File: src/rtl/config_write_arbiter.sv
// Round-robin arbiter and read-modify-write sequencer for the single write
// port of the shared configuration memory.
module config_write_arbiter #(
    parameter int unsigned NREQ = 3,
    parameter int unsigned DW   = 35
) (
    input  logic                 clk,
    input  logic                 arst,
    input  logic                 enable,
    input  logic [NREQ-1:0]      req,
    input  logic [NREQ*DW-1:0]   req_data,
    input  logic [NREQ*DW-1:0]   req_mask,
    input  logic [DW-1:0]        mem_out,
    output logic [DW-1:0]        mem_in,
    output logic                 mem_wren,
    output logic [NREQ-1:0]      ack,
    output logic                 busy,
    output logic [1:0]           dbg_state
);

    localparam int unsigned IW = (NREQ > 1) ? $clog2(NREQ) : 1;

    typedef enum logic [1:0] {
        IDLE  = 2'd0,
        WRITE = 2'd1,
        ACK   = 2'd2
    } state_t;

    state_t            state_q, state_d;
    logic [IW-1:0]     ptr_q, ptr_d;
    logic [IW-1:0]     idx_q, idx_d;
    logic [IW-1:0]     win;
    logic [IW-1:0]     cand;
    logic              found;
    logic [DW-1:0]     data_w, mask_w;
    logic [DW-1:0]     mem_in_d;
    logic              wren_d;
    logic [NREQ-1:0]   ack_d;
    int unsigned       j;

    // First requester at or after ptr, wrapping modulo NREQ.
    always_comb begin
        found = 1'b0;
        win   = ptr_q;
        j     = 0;
        cand  = '0;
        for (int unsigned k = 0; k < NREQ; k++) begin
            j = 32'(ptr_q) + k;
            if (j >= NREQ) j = j - NREQ;
            cand = IW'(j);
            if (!found && req[cand]) begin
                found = 1'b1;
                win   = cand;
            end
        end
    end

    assign data_w = req_data[32'(win)*DW +: DW];
    assign mask_w = req_mask[32'(win)*DW +: DW];

    // Next-state and next-output logic.
    always_comb begin
        state_d  = state_q;
        ptr_d    = ptr_q;
        idx_d    = idx_q;
        mem_in_d = mem_in;
        wren_d   = 1'b0;
        ack_d    = '0;
        case (state_q)
            IDLE: begin
                if (enable && found) begin
                    idx_d    = win;
                    mem_in_d = (mem_out & ~mask_w) | (data_w & mask_w);
                    wren_d   = 1'b1;
                    state_d  = WRITE;
                end
            end
            WRITE: begin
                ack_d[idx_q] = 1'b1;
                state_d      = ACK;
            end
            ACK: begin
                if (32'(idx_q) + 1 >= NREQ) ptr_d = '0;
                else                        ptr_d = IW'(32'(idx_q) + 1);
                state_d = IDLE;
            end
            default: state_d = IDLE;
        endcase
    end

    always_ff @(posedge clk or negedge arst) begin
        if (!arst) begin
            state_q  <= IDLE;
            ptr_q    <= '0;
            idx_q    <= '0;
            mem_in   <= '0;
            mem_wren <= 1'b0;
            ack      <= '0;
        end else begin
            state_q  <= state_d;
            ptr_q    <= ptr_d;
            idx_q    <= idx_d;
            mem_in   <= mem_in_d;
            mem_wren <= wren_d;
            ack      <= ack_d;
        end
    end

    assign busy      = (state_q != IDLE);
    assign dbg_state = state_q;

endmodule

File: config.mk
export PLATFORM = sky130hd
export DESIGN_NAME = config_write_arbiter
export DESIGN_NICKNAME = d
export VERILOG_FILES = /design/src/rtl/config_write_arbiter.sv
export SDC_FILE = /design/constraint.sdc
export NUM_CORES = 1
export LEC_CHECK = 0
export ABC_AREA = 1
export BUFFER_PORTS_ARGS = -buffer_cell sky130_fd_sc_hd__buf_2
export CAP_MARGIN = 20
export CORE_ASPECT_RATIO = 0.75
export CORE_MARGIN = 3
export CORE_UTILIZATION = 40
export DETAILED_ROUTE_END_ITERATION = 8
export PLACE_DENSITY = 0.75
export SLEW_MARGIN = 0
export SYNTH_ARGS = -nofsm -noshare
export SYNTH_HDL_FRONTEND = slang
export SYNTH_SLANG_ARGS = --single-unit
File: constraint.sdc
create_clock -name clk -period 3.6 [get_ports clk]
set_clock_uncertainty 0.15 [all_clocks]
set_input_delay 0.54 -clock clk [delete_from_list [all_inputs] [get_ports clk]]
set_output_delay 0.54 -clock clk [all_outputs]
set_load 0.01 [all_outputs]
==> metrics.md <==
| Metric | Value |
|---|---|
| Most frequent cells in the layout | `311 x nand2_1, 292 x buf_2, 286 x nand3_1, 147 x inv_1, 45 x dfrtp_1` |
| Tot GR Track Use | `0.252` |
| Worst Path Max Fanout | `39` |
| Fin crit period | `3.26 ns` |
| Grt total ovfl | `0` |
| HP Class | `flop to flop` |
| Clock Latency Late Sink | `0.28 ns` |
| Final wirelength | `17,500 um` |
| Busiest grt layer | `met2` |
| TritonCTS clock tree | `done` |
| CTS Buf Count | `5` |
| Crit. End Element | `flop` |
| First-pass GRT wire length | `28,000 um` |
| Avg WL per Cell | `13.4 um` |
| Fraction of layout cells with a size suffix above 1 | `0.290` |
| Worst-Margin Slew | `0.890 ns` |
| Status | `finished clean` |
| R2R setup slack | `0.34 ns` |
| Row count | `34` |
| Drt pass-1 iters | `5` |
| Io pins | `293` |
| Leakage | `4.35 nW` |
| Final Cycle Share | `0.905` |
| Filler cells | `1,226` |
| Critical path arrival | `3.25 ns` |
| Final Wtd Congestion | `0.938` |
| Die X | `133 um` |
| CP dominant cell by count | `nand2_1` |
| Distinct cell type count after synthesis | `20` |
| Mapped Area | `4830 um^2` |
| Max incr delay on CP | `0.70 ns` |
| Non-Filler Instances | `1,309` |
| Seq/Total Area, Yosys | `0.233` |
| Nets | `1,401` |
| GR Util met3 | `0.0497` |
| Critical path origin | `ptr_q[0]` |
| Post-route ant nets | `0` |
| Net count after synthesis | `1,139` |
| Met2 Use GR | `0.427` |
| Unrepaired setup endpoints after global routing | `false` |
| Worst Setup Start Kind | `flop` |
| Initial Utilization | `0.413` |
| Max_slew headroom | `0.405` |
| Root buffer selected by CTS | `clkbuf_16` |
| Post-synthesis register bit count | `45` |
| CP max-delay cell | `nor2_4` |
| Final setup violation count | `0` |
| Drt drc | `0` |
| Worst endpoint required time | `3.59 ns` |
| # diodes | `0` |
| Yosys warns | `0` |
| Setup Fix Bufs, Post-CTS | `0` |
| CTS H-tree lvls | `2` |
| Final hold vios | `0` |
| Multi-input gate area in the final layout | `2870 um^2` |
| Area grow syn2layout | `35.9%` |
| Dpl ws | `0.306 ns` |
| R2R cell count | `12` |
| Placed Area | `6360 um^2` |
| Chip height | `101 um` |
| Setup crit end | `idx_q[0]` |
| Worst r2r src | `ptr_q[0]` |
| F_max | `307 MHz` |
| Hold path start | `mem_in[6]` |
| Die Area | `13,400 um^2` |
| R2r endpoint | `idx_q[0]` |
| Via count | `6,381` |
| Largest net degree at the start of global routing | `72` |
| Initial antenna violation count | `0` |
| WS Path Type | `flop to flop` |
| CORE AREA | `11,700 um^2` |
| Setup Total Neg Slack | `0 ns` |
| Detailed Route Iter0 Violations | `320` |
| Synthesized area per cell | `5.47 um^2` |
| Final Max Slew Viols | `0` |
| Crit-path cells | `inv_1 > ha_1 > inv_2 > nand2_1 > nand3_1 > nand2_1 > nand2_2 > o21ai_1 > nor2_4 > inv_2 > nand2_1 > o21ai_0` |
| Max-cap viol count | `0` |
| Pwr Total | `0.00823 W` |
| I/O Buffers | `292` |
| Hold depth | `2` |
| CTS Buffer Depth | `2` |
| Sequential cell area | `1130 um^2` |
| Cell total after placement | `1,299` |
| Via density | `4.87` |
| Cell count after synthesis | `884` |
| Commonest non-fill, non-tap cell in the layout | `nand2_1` |
| Design Area, Final | `6570 um^2` |
| Clock transition at path regs | `0.06 ns` |
| Clock sink count | `45` |
| Peak supply drop | `0.908 mV` |
| Power density over cell area | `1250 nW/um^2` |
| PnR worst setup slack | `0.341 ns` |
| GRT met1 Usage | `0.338` |
| Vias in the first global route | `5,819` |
| Post-DP HPWL | `13,200 um` |
[through the flow]
stage	util	hold WS, ns
2_1_floorplan	-	0.0944
3_3_place_gp	0.544	0.309
3_5_place_dp	0.544	0.311
4_1_cts	0.559	0.321
5_1_grt	0.561	0.356
6_report	0.561	0.323
[worst min-delay path by stage]
| stage | to |
|---|---|
| CTS | dbg_state[1] |
| finish | mem_in[6] |
| detailed placement | mem_in[6] |
| global route | mem_in[27] |
| floorplan | ack[0] |
| global placement | mem_in[16] |
[critical path: cells and delay by family (launching register included)]
kind	cells	cell delay, ns
simple gates	6	1.21
buf+inv	3	0.86
fa+ha+maj	1	0.30
compound gates	2	0.20
flops	1	0.40
[layout make-up]
cell class | count | area share
Clock buffer | 6 | 0.0211
Clock inverter | 2 | 0.00572
Inverter | 153 | 0.0874
Sequential cell | 45 | 0.171
Multi-Input combinational cell | 635 | 0.437
Tap cell | 162 | 0.0309
Timing Repair Buffer | 306 | 0.247
[logic make-up after synthesis]
kind of cell | share of synthesized area
AOI/OAI and AO/OA | 0.0163
adders and majority gates | 0.0104
buffers and inverters | 0.176
DFF | 0.233
and+or+nand+nor | 0.564
[routing by layer]
layer	vias up	share of wire
li1	3287	-
met1	2776	0.43
met2	294	0.46
met3	24	0.089
met4	0	0.015
met5	-	0
[power by group]
group	internal, W	leakage (nW)	switching (W)
clock	0.000346	0.0831	0.000193
sequential	0.000750	0.572	0.000137
combinational	0.00225	3.70	0.00456
total	0.00335	4.35	0.00489
[state kept, by name (all words and copies together), names as in the netlist]
name and cells:
mem_in 35, ack 3, dbg_state 2, idx_q 2, ptr_q 2, mem_wren 1
[cells in the mapped netlist (all sizes together)]
cell	instances	area share
nand3	289	0.30
a21oi	1	0.0034
buf	37	0.046
nand2	317	0.25
ha	4	0.010
dfrtp	45	0.23
nor3	2	0.0021
nor2	11	0.011
clkbuf	14	0.011
o21ai	11	0.013
inv	153	0.12
[timing repair]
item,CTS,global route
gates resized for setup,0,0
hold buffers,0,1
hold endpoints to repair,0,4
Power figures use the tool's default switching activity.
